`config.mk`:
```
export PLATFORM = sky130hd
export DESIGN_NAME = ioctl_sdram_loader
export DESIGN_NICKNAME = d
export VERILOG_FILES = /design/src/rtl/ioctl_sdram_loader.sv
export SDC_FILE = /design/constraint.sdc
export NUM_CORES = 1
export LEC_CHECK = 0
export BUFFER_PORTS_ARGS = -buffer_cell sky130_fd_sc_hd__buf_2
export CAP_MARGIN = 40
export CORE_MARGIN = 1.5
export CORE_UTILIZATION = 42
export DETAILED_ROUTE_END_ITERATION = 8
export PLACE_DENSITY = 0.73
export REMOVE_ABC_BUFFERS = 1
export SLEW_MARGIN = 25
export SYNTH_ARGS = -nofsm -noshare
export SYNTH_HDL_FRONTEND = slang
export SYNTH_SLANG_ARGS = --single-unit
```
`constraint.sdc`:
```
create_clock -name clk_sys -period 4.19 [get_ports clk_sys]
set_clock_uncertainty 0.1 [all_clocks]
set_input_delay 0.2095 -clock clk_sys [delete_from_list [all_inputs] [get_ports clk_sys]]
set_output_delay 0.2095 -clock clk_sys [all_outputs]
set_load 0.01 [all_outputs]
```
`src/rtl/ioctl_sdram_loader.sv`:
```
// rtl/ioctl_sdram_loader.sv - packs the hps_io ioctl byte stream into 16-bit SDRAM writes
// One pending word collects bytes; a single hold slot absorbs the byte that forced a flush.
module ioctl_sdram_loader #(
  parameter int                ADDR_W    = 24,
  parameter logic [ADDR_W-1:0] BASE_WORD = '0
) (
  input  logic              clk_sys,
  input  logic              reset,
  input  logic              ioctl_download,
  input  logic              ioctl_wr,
  input  logic [26:0]       ioctl_addr,
  input  logic [7:0]        ioctl_dout,
  output logic              ioctl_wait,
  output logic              ram_req,
  input  logic              ram_ack,
  output logic              ram_we,
  output logic [ADDR_W-1:0] ram_addr,
  output logic [15:0]       ram_din,
  output logic [1:0]        ram_be,
  output logic              busy,
  output logic              done,
  output logic              overrun,
  output logic [26:0]       byte_count
);

  typedef enum logic [2:0] {S_IDLE, S_COLLECT, S_WRITE, S_FINAL, S_DONE} state_t;

  state_t            state_q;
  logic              pend_valid_q;
  logic [ADDR_W-1:0] pend_word_q;
  logic [15:0]       pend_data_q;
  logic [1:0]        pend_be_q;
  logic              hold_valid_q;
  logic [7:0]        hold_byte_q;
  logic              hold_lane_q;
  logic [ADDR_W-1:0] hold_word_q;
  logic              fall_q;
  logic              ram_req_q;
  logic [ADDR_W-1:0] ram_addr_q;
  logic [15:0]       ram_din_q;
  logic [1:0]        ram_be_q;
  logic              wait_q;
  logic              busy_q;
  logic              done_q;
  logic              overrun_q;
  logic [26:0]       byte_count_q;

  logic [ADDR_W-1:0] in_word;
  logic [15:0]       merge_data;
  logic [1:0]        merge_be;

  function automatic logic [15:0] lane_mask(input logic [15:0] d, input logic [1:0] be);
    return {(be[1] ? d[15:8] : 8'h00), (be[0] ? d[7:0] : 8'h00)};
  endfunction

  assign in_word = BASE_WORD + ioctl_addr[ADDR_W:1];

  // Incoming byte merged into the pending word (pending data is zero whenever invalid).
  always_comb begin
    merge_data = pend_data_q;
    merge_be   = pend_be_q;
    if (ioctl_addr[0]) begin
      merge_data[15:8] = ioctl_dout;
      merge_be[1]      = 1'b1;
    end else begin
      merge_data[7:0]  = ioctl_dout;
      merge_be[0]      = 1'b1;
    end
  end

  always_ff @(posedge clk_sys) begin
    if (reset) begin
      state_q      <= S_IDLE;
      pend_valid_q <= 1'b0;
      pend_word_q  <= '0;
      pend_data_q  <= '0;
      pend_be_q    <= '0;
      hold_valid_q <= 1'b0;
      hold_byte_q  <= '0;
      hold_lane_q  <= 1'b0;
      hold_word_q  <= '0;
      fall_q       <= 1'b0;
      ram_req_q    <= 1'b0;
      ram_addr_q   <= '0;
      ram_din_q    <= '0;
      ram_be_q     <= '0;
      wait_q       <= 1'b0;
      busy_q       <= 1'b0;
      done_q       <= 1'b0;
      overrun_q    <= 1'b0;
      byte_count_q <= '0;
    end else begin
      done_q <= 1'b0;
      if (ioctl_wr && wait_q) overrun_q <= 1'b1;
      case (state_q)
        S_IDLE: begin
          if (ioctl_download) begin
            byte_count_q <= '0;
            pend_valid_q <= 1'b0;
            pend_data_q  <= '0;
            pend_be_q    <= '0;
            hold_valid_q <= 1'b0;
            fall_q       <= 1'b0;
            overrun_q    <= 1'b0;
            busy_q       <= 1'b1;
            state_q      <= S_COLLECT;
          end
        end
        S_COLLECT: begin
          if (ioctl_wr) begin
            byte_count_q <= byte_count_q + 27'd1;
            if (pend_valid_q && (in_word != pend_word_q)) begin
              hold_valid_q <= 1'b1;
              hold_byte_q  <= ioctl_dout;
              hold_lane_q  <= ioctl_addr[0];
              hold_word_q  <= in_word;
              ram_req_q    <= 1'b1;
              wait_q       <= 1'b1;
              ram_addr_q   <= pend_word_q;
              ram_din_q    <= lane_mask(pend_data_q, pend_be_q);
              ram_be_q     <= pend_be_q;
              state_q      <= S_WRITE;
            end else begin
              pend_valid_q <= 1'b1;
              pend_word_q  <= in_word;
              pend_data_q  <= merge_data;
              pend_be_q    <= merge_be;
              if (merge_be == 2'b11) begin
                ram_req_q  <= 1'b1;
                wait_q     <= 1'b1;
                ram_addr_q <= in_word;
                ram_din_q  <= merge_data;
                ram_be_q   <= 2'b11;
                state_q    <= S_WRITE;
              end
            end
          end else if (!ioctl_download || fall_q) begin
            fall_q <= 1'b0;
            if (pend_valid_q) begin
              ram_req_q  <= 1'b1;
              wait_q     <= 1'b1;
              ram_addr_q <= pend_word_q;
              ram_din_q  <= lane_mask(pend_data_q, pend_be_q);
              ram_be_q   <= pend_be_q;
              state_q    <= S_FINAL;
            end else begin
              state_q <= S_DONE;
            end
          end
        end
        S_WRITE: begin
          // A download end seen mid-write is replayed once back in COLLECT.
          if (!ioctl_download) fall_q <= 1'b1;
          if (ram_ack) begin
            ram_req_q <= 1'b0;
            wait_q    <= 1'b0;
            state_q   <= S_COLLECT;
            if (hold_valid_q) begin
              hold_valid_q <= 1'b0;
              pend_valid_q <= 1'b1;
              pend_word_q  <= hold_word_q;
              pend_data_q  <= hold_lane_q ? {hold_byte_q, 8'h00} : {8'h00, hold_byte_q};
              pend_be_q    <= hold_lane_q ? 2'b10 : 2'b01;
            end else begin
              pend_valid_q <= 1'b0;
              pend_data_q  <= '0;
              pend_be_q    <= '0;
            end
          end
        end
        S_FINAL: begin
          if (ram_ack) begin
            ram_req_q    <= 1'b0;
            wait_q       <= 1'b0;
            pend_valid_q <= 1'b0;
            pend_data_q  <= '0;
            pend_be_q    <= '0;
            done_q       <= 1'b1;
            busy_q       <= 1'b0;
            state_q      <= S_IDLE;
          end
        end
        S_DONE: begin
          done_q  <= 1'b1;
          busy_q  <= 1'b0;
          state_q <= S_IDLE;
        end
        default: state_q <= S_IDLE;
      endcase
    end
  end

  assign ioctl_wait = wait_q;
  assign ram_req    = ram_req_q;
  assign ram_we     = ram_req_q;
  assign ram_addr   = ram_addr_q;
  assign ram_din    = ram_din_q;
  assign ram_be     = ram_be_q;
  assign busy       = busy_q;
  assign done       = done_q;
  assign overrun    = overrun_q;
  assign byte_count = byte_count_q;

endmodule

```
==> metrics.csv, run 1 <==
stage,metric,value,unit
status,run status,finished clean,
critical_path,Setup crit end kind,flip-flop,
clock_tree,Num CTS Buffers,17,
route,DR WL met3,861,microns
clock_tree,root buffer cell,clkbuf_16,
yosys,Adder-Cell Fraction of Synth Area,0.00169,
clock_tree,H-tree levels,4,
critical_path,R2R Path End,ram_din[3],
final_layout,layout cell share with drive strength beyond 1,0.197,
timing,Final Hold Viols,0,
timing,Worst Max-Slew Pin Slew,0.744,ns
global_routing,largest net degree at the start of global routing,83,
route,iteration-0 DRC count of the detailed router,299,
yosys,mux cell area share after synthesis,0.138,
final_layout,Final #Nets,977,
timing,Tcrit/Tclk final,0.761,
critical_path,"Largest delay share family, worst path",simple AND/OR/NAND/NOR gates,
route,Final ANT Viol Nets,0,
final_layout,Layout area overhead,21.4,%
critical_path,Slowest Stage Delay on Critical Path,0.76,ns
pwr,power per cell area,468,nW/um^2
critical_path,CP Cell Sequence,dlygate4sd3_1 -> buf_2 -> xor2_1 -> nor4_1 -> nand4_1 -> o2111ai_4 -> buf_12 -> mux2i_1 -> nor2_1,
timing,fmax,314,MHz
critical_path,Reg-to-Reg Start,state_q[0],
global_routing,first-pass GRT wire length,28900,microns
clock_tree,clock slew at reported path FFs,0.06,ns
floorplan,Core Region,17300,sq um
critical_path,critical path's slowest cell,o2111ai_4,
timing,final setup TNS,0,ns
route,DR top layer,met4,
route,met1 WL,8090,microns
yosys,sequential share of the synthesized area,0.416,
floorplan,Die H,136,microns
clock_tree,Clock Tree Buf Depth,2,
floorplan,Initial Util,0.428,
route,drt wl/cell,15.0,microns
final_layout,final instance area,9000,sq um
global_routing,initial antenna violation count,0,
pwr,leakage,3.65,nW
yosys,synthesized area,7410,sq um
route,Vias,6250,
critical_path,Critical Path Source,ioctl_addr[7],
route,"wirelength, routed",17700,microns
yosys,Compound-Gate Fraction of Synth Area,0.170,
placed_design,area of placed instances,8060,sq um
yosys,Synth Register Bits,154,
timing,smallest hold slack,0.0726,ns
yosys,Post-Synth Simple-Gate Area,0.167,
timing,RSZ-0062 raised after global routing,false,
final_layout,total of fill cells in the finished design,1608,
yosys,Post-synth ARST share,0,
yosys,Post-Syn Instances,830,
critical_path,Worst Path Max Fanout,22,
placed_design,"worst slack, placed",1.11,ns
critical_path,CP Buf/Inv Count,3,
global_routing,number of global-route vias before repair,5744,
floorplan,# IOs,115,
clock_tree,CTS Sinks,154,
global_routing,"Remaining Overflow, GRT",0,
route,DRC,0,
yosys,commonest cells in the netlist,"dfxtp_1 (154), nor2_1 (117), a21oi_1 (86)",
timing,Period minus WS final,3.19,ns
yosys,syn_area_per_cell,8.93,sq um
critical_path,critical path arrival,3.38,ns
yosys,"top cells by area, synth","dfxtp_1 (42%), mux2i_1 (11%), a211oi_1 (6.5%)",
timing,Max Slew Vio Count,0,
floorplan,die width,136,microns
yosys,"EDFF count, synth",0,
critical_path,FF-to-FF path depth,7,
critical_path,Stages on worst setup path,9,
yosys,Ys Warns,0,
yosys,most common cell in the netlist,dfxtp_1,
yosys,Netlist cell types,51,
pwr,Worst VDD drop,0.330,mV
hold_path,HP Class,input pin to flip-flop,
clock_tree,CTS tree,yes,
critical_path,Crit Path Category,input pin to flip-flop,
critical_path,r2r setup slk,1.13,ns
placed_design,input/output buffers,112,
global_routing,GRT Util Overall,0.196,
route,WL met2,8510,microns
critical_path,WP data required,4.38,ns
yosys,largest family of logic cells by synthesized area,compound AO/OA/AOI/OAI gates,
yosys,Most used DFF post-synth,dfxtp_1,
yosys,Yosys top cell area share,0.416,
timing,PnR worst setup slack,1.00,ns
critical_path,startpoint types,input pin,
clock_tree,worst skew pair latency,0.43,ns
floorplan,Cell Rows,48,
flow_run,max cap viols,0,
placed_design,gpl congestion,0.772,
timing,Worst slew margin,0.504,
floorplan,die footprint,18400,sq um
yosys,area share of xor/xnor cells in the synthesized design,0.0544,
route,Vias/cell,5.32,
final_layout,# diodes,0,
clock_tree,Post-CTS Setup Repair Bufs,0,
route,First-pass DRT Iterations,4,
yosys,"area leader, netlist",dfxtp_1,
placed_design,half-perimeter wire length after placement,10900,microns
timing,final setup vio count,0,
critical_path,CP Capture Point,hold_word_q[1],
state kept, by name (all words and copies together) (netlist names), 2 cells and up:
| register | cells |
|---|---|
| state_q | 3 |
| ram_be | 2 |
| hold_word_q | 24 |
| ram_addr | 24 |
| pend_data_q | 16 |
| pend_word_q | 24 |
| hold_byte_q | 8 |
| byte_count | 27 |
| ram_din | 16 |
| pend_be_q | 2 |
area by class of cell:
type,count,area (sq um),area share
Clock buffer,19,443,0.0492
Tap cell,225,282,0.0313
Sequential cell,154,3080,0.343
Inverter,5,18.8,0.00209
Multi-Input combinational cell,599,3980,0.442
Clock inverter,13,156,0.0174
Timing Repair Buffer,159,1030,0.115
per-layer routing:
metal	up-vias	global-route usage
li1	3180	-
met1	2933	0.257
met2	122	0.315
met3	15	0.0459
met4	0	0.0705
met5	-	0
cells in the final DEF (no fill, tap or decap), drive strengths merged, types with 4 or more instances in the layout:
| master | synthesis | routed |
|---|---|---|
| and3 | 6 | 6 |
| xor2 | 42 | 42 |
| clkinv | 1 | 5 |
| nand4 | 9 | 9 |
| o21ai | 9 | 9 |
| and2 | 4 | 4 |
| a211oi | 64 | 64 |
| buf | 33 | 127 |
| xnor2 | 4 | 4 |
| nand2b | 22 | 22 |
| or3 | 5 | 5 |
| a21oi | 86 | 86 |
| nand3 | 20 | 20 |
| nand2 | 38 | 38 |
| mux2i | 83 | 83 |
| inv | 4 | 9 |
| mux2 | 17 | 17 |
| nor4 | 9 | 9 |
| dlygate4sd3 | 0 | 32 |
| a311oi | 17 | 17 |
| nand3b | 12 | 12 |
| dfxtp | 154 | 154 |
| nor3 | 12 | 12 |
| nor2 | 117 | 117 |
| clkbuf | 39 | 19 |
cell families after synthesis:
group / after synthesis
multiplexers: 100
AO/OA/AOI/OAI: 193
adder cells (fa/ha/maj): 1
flip-flops: 154
AND/OR/NAND/NOR: 259
buffers and inverters: 77
XOR/XNOR: 46
power breakdown:
group	leakage, nW	total (mW)	switching [mW]	internal [mW]
registers	1.25	1.76	0.145	1.62
clock network	0.287	1.55	0.641	0.908
logic	2.11	0.894	0.512	0.382
worst min path at each step:
stage | endpoint | slack [ns] | startpoint | cells after the start
2_1_floorplan | byte_count[1] | 0.18 | reset | 1
5_1_grt | hold_word_q[18] | 0.08 | reset | 2
3_5_place_dp | fall_q | 0.38 | fall_q | 2
6_report | hold_word_q[20] | 0.07 | reset | 2
4_1_cts | busy | 0.12 | ioctl_download | 5
3_3_place_gp | fall_q | 0.37 | fall_q | 2
metrics by stage:
stage | cells | power, mW | util
floorplan | 758 | 2.35 | -
global placement | 1109 | 2.65 | 0.466
detailed placement | 1109 | 2.67 | 0.466
CTS | 1173 | 4.25 | 0.519
global route | 1174 | 4.43 | 0.520
finish | 1174 | 4.21 | 0.520
repair_timing:
item / in CTS / in global routing
gates resized for setup: 0 / 0
hold endpoints to repair: 35 / 0
hold buffers: 32 / 0
Note: power is estimated with default switching activity, not from simulation.
==> run 2: changes to the inputs <==
--- a/config.mk
+++ b/config.mk
@@ -5,12 +5,13 @@
 export SDC_FILE = /design/constraint.sdc
 export NUM_CORES = 1
 export LEC_CHECK = 0
+export ABC_AREA = 1
 export BUFFER_PORTS_ARGS = -buffer_cell sky130_fd_sc_hd__buf_2
 export CAP_MARGIN = 40
 export CORE_MARGIN = 1.5
 export CORE_UTILIZATION = 42
 export DETAILED_ROUTE_END_ITERATION = 8
-export PLACE_DENSITY = 0.73
+export PLACE_DENSITY = 0.75
 export REMOVE_ABC_BUFFERS = 1
 export SLEW_MARGIN = 25
 export SYNTH_ARGS = -nofsm -noshare
==> constraint.sdc (replaced) <==
create_clock -name clk_sys -period 2.7 [get_ports clk_sys]
set_clock_uncertainty 0.1 [all_clocks]
set_input_delay 0.135 -clock clk_sys [delete_from_list [all_inputs] [get_ports clk_sys]]
set_output_delay 0.135 -clock clk_sys [all_outputs]
set_load 0.01 [all_outputs]
==> run 2 against run 1 <==
  * Setup slack worse by 0.70 ns
  * Count of clock-buffer cells in the layout increased by 4
  * Critical path depth increased by 7
  * Combinational power grew to 2.7 times the previous value
  * Highest routed layer unchanged
==> metrics.csv, run 2 <==
stage,metric,value,unit,change
status,run status,finished clean,,
route,iteration-0 DRC count of the detailed router,587,,+96%
yosys,Post-Syn Instances,1167,,+41%
critical_path,Reg-to-Reg Start,pend_word_q[18],,
final_layout,max reg flops,27,,unchanged
final_layout,# diodes,0,,unchanged
placed_design,half-perimeter wire length after placement,12700,microns,+16%
route,Final ANT Viol Nets,0,,unchanged
yosys,synthesized area,7620,sq um,+2.9%
timing,Final Hold Viols,0,,unchanged
yosys,Post-synth ARST share,0,,unchanged
clock_tree,Num CTS Buffers,17,,unchanged
timing,final setup vio count,0,,unchanged
route,First-pass DRT Iterations,5,,+1
final_layout,final instance area,9290,sq um,+3.2%
clock_tree,H-tree levels,4,,unchanged
critical_path,WP data required,2.92,ns,-1.46 ns
timing,RSZ-0062 raised after global routing,false,,
timing,fmax,417,MHz,
critical_path,Slowest Stage Delay on Critical Path,0.54,ns,-0.22 ns
critical_path,critical path's slowest cell,dlygate4sd3_1,,
critical_path,r2r setup slk,0.36,ns,-0.77 ns
placed_design,input/output buffers,112,,unchanged
timing,PnR worst setup slack,0.301,ns,-0.700 ns
floorplan,Cell Rows,49,,+2.1%
critical_path,startpoint types,input pin,,
floorplan,# IOs,115,,unchanged
timing,smallest hold slack,0.0313,ns,-0.0413 ns
final_layout,post-layout util,0.519,,-0.00152
critical_path,CP Cell Sequence,dlygate4sd3_1 -> buf_2 -> inv_1 -> nand2_1 -> nand2_1 -> nor2_1 -> nand2_1 -> nor2_1 -> nand3_1 -> nand2_2 -> nand2_4 -> nand2_1 -> nand2_2 -> clkinv_2 -> nor2_1 -> nor2_1,,
yosys,syn_area_per_cell,6.53,sq um,-27%
route,Vias/cell,5.08,,-4.7%
clock_tree,worst skew pair latency,0.43,ns,about the same
global_routing,GRT Util Overall,0.215,,+0.0194
critical_path,Critical Path Source,ioctl_addr[21],,
yosys,Netlist cell types,41,,-20%
timing,Max Slew Vio Count,0,,unchanged
final_layout,total of fill cells in the finished design,1715,,+6.7%
pwr,power per cell area,821,nW/um^2,+75%
timing,Worst Max-Slew Pin Slew,0.640,ns,-0.103 ns
global_routing,largest net degree at the start of global routing,52,,-37%
yosys,commonest cells in the netlist,"nand2_1 (303), nor2_1 (179), dfxtp_1 (154)",,
yosys,"EDFF count, synth",0,,unchanged
clock_tree,CTS Sinks,154,,unchanged
floorplan,Die H,138,microns,+1.4%
critical_path,Crit Path Category,input pin to flip-flop,,
global_routing,initial antenna violation count,0,,unchanged
pwr,leakage,4.25,nW,+16%
final_layout,Final #Nets,1332,,+36%
clock_tree,Clock Tree Buf Depth,2,,unchanged
global_routing,number of global-route vias before repair,6841,,+19%
yosys,most common cell in the netlist,nand2_1,,
floorplan,Core Region,17900,sq um,+3.5%
clock_tree,clock slew at reported path FFs,0.06,ns,about the same
yosys,Ys Warns,0,,unchanged
final_layout,"commonest cells after routing, fill and taps aside","nand2_1 (301), nor2_1 (179), dfxtp_1 (154), o21ai_0 (136), buf_2 (112)",,
timing,Worst slew margin,0.572,,+0.0673
critical_path,CP Buf/Inv Count,4,,+1
clock_tree,root buffer cell,clkbuf_16,,
final_layout,"commonest non-fill, non-tap cell in the layout",nand2_1,,
pwr,Worst VDD drop,0.551,mV,+67%
floorplan,die footprint,19000,sq um,+2.8%
floorplan,die width,138,microns,+1.4%
timing,Period minus WS final,2.40,ns,
yosys,"area leader, netlist",dfxtp_1,,
final_layout,Layout area overhead,21.8,%,
placed_design,"worst slack, placed",0.171,ns,-0.936 ns
floorplan,Initial Util,0.426,,-0.00268
placed_design,gpl congestion,0.849,,+10%
route,drt wl/cell,13.1,microns,-13%
hold_path,HP Class,input pin to flip-flop,,
yosys,sequential share of the synthesized area,0.405,,-0.0115
yosys,Synth Register Bits,154,,unchanged
route,Vias,7771,,+24%
placed_design,area of placed instances,8390,sq um,+4.2%
global_routing,"Remaining Overflow, GRT",0,,unchanged
route,"wirelength, routed",20000,microns,+13%
global_routing,first-pass GRT wire length,32500,microns,+12%
critical_path,Setup crit end kind,flip-flop,,
pwr,total chip power,7.62,mW,+81%
yosys,Most used DFF post-synth,dfxtp_1,,
critical_path,Worst Path Max Fanout,24,,+9.1%
timing,Tcrit/Tclk final,0.889,,
yosys,Yosys top cell area share,0.405,,-0.0115
critical_path,"Largest delay share family, worst path",simple AND/OR/NAND/NOR gates,,
yosys,"top cells by area, synth","dfxtp_1 (40%), nand2_1 (15%), o21ai_0 (8.9%)",,
final_layout,layout cell share with drive strength beyond 1,0.147,,-0.0504
hold_path,Hold Crit Start,ram_ack,,
critical_path,critical path arrival,2.61,ns,-0.77 ns
route,DRC,0,,unchanged
clock_tree,CTS tree,yes,,
flow_run,max cap viols,0,,unchanged
run 2: worst paths after layout:
path | end | cells after the start
setup / recovery | ram_addr[13] | 16
hold / removal | busy | 4
setup reg to reg | ram_addr[5] | 14
hold reg to reg | pend_data_q[5] | 2
run 2: worst reg2reg max path, cell delays in order (launching register included):
cell	delay, ns
dfxtp_1	0.36
inv_1	0.05
nand2_1	0.05
nand2_1	0.05
a21oi_1	0.14
nand2_1	0.08
nor2_1	0.14
nand3_1	0.12
nand2_2	0.15
nand2_4	0.14
nand2_1	0.17
nand2_2	0.10
buf_4	0.27
o21ai_0	0.23
nor2_1	0.07
run 2: routing by layer:
layer / GRT usage / vias up / part of all wire
li1: - / 3990 / -
met1: 0.270 / 3528 / 0.45
met2: 0.362 / 219 / 0.47
met3: 0.0511 / 34 / 0.061
met4: 0.0729 / 0 / 0.020
met5: 0 / - / 0
run 2: timing repair:
| item | CTS | global route |
|---|---|---|
| endpoints found under the setup margin | 0 | 25 |
| hold buffers | 33 | 0 |
| endpoints found under the hold margin | 33 | 0 |
| gates resized for setup | 0 | 3 |
| buffers inserted | 0 | 0 |
run 2: cell type report:
type | count | area [sq um] | share of cell area
Timing Repair Buffer | 167 | 1110 | 0.119
Multi-Input combinational cell | 846 | 3860 | 0.415
Inverter | 105 | 398 | 0.0429
Tap cell | 229 | 287 | 0.0309
Clock buffer | 23 | 458 | 0.0493
Sequential cell | 154 | 3080 | 0.332
Clock inverter | 7 | 95.1 | 0.0102
run 2: per-stage QoR:
step                      setup TNS (ns)  std cells
after floorplan                   -38.87       1105
after global placement                 0       1465
after detailed placement               0       1468
after CTS                              0       1531
after global routing                   0       1531
final                                  0       1531
run 2: report_power, final:
part	total, mW	internal [mW]	leakage (nW)	switching (mW)
registers	2.95	2.68	1.25	0.268
clock network	2.30	1.37	0.267	0.924
logic	2.37	0.838	2.73	1.54
run 2: logic make-up (layout without fill, tap and decap cells):
kind of cell    Yosys count  after routing  synth area share
compound gates          254            254             0.173
xor+xnor                  3              3           0.00345
fa+ha+maj                 1              1           0.00164
buf+inv                 167            302            0.0914
flops                   154            154             0.405
mux                       8              8            0.0105
simple gates            580            580             0.315
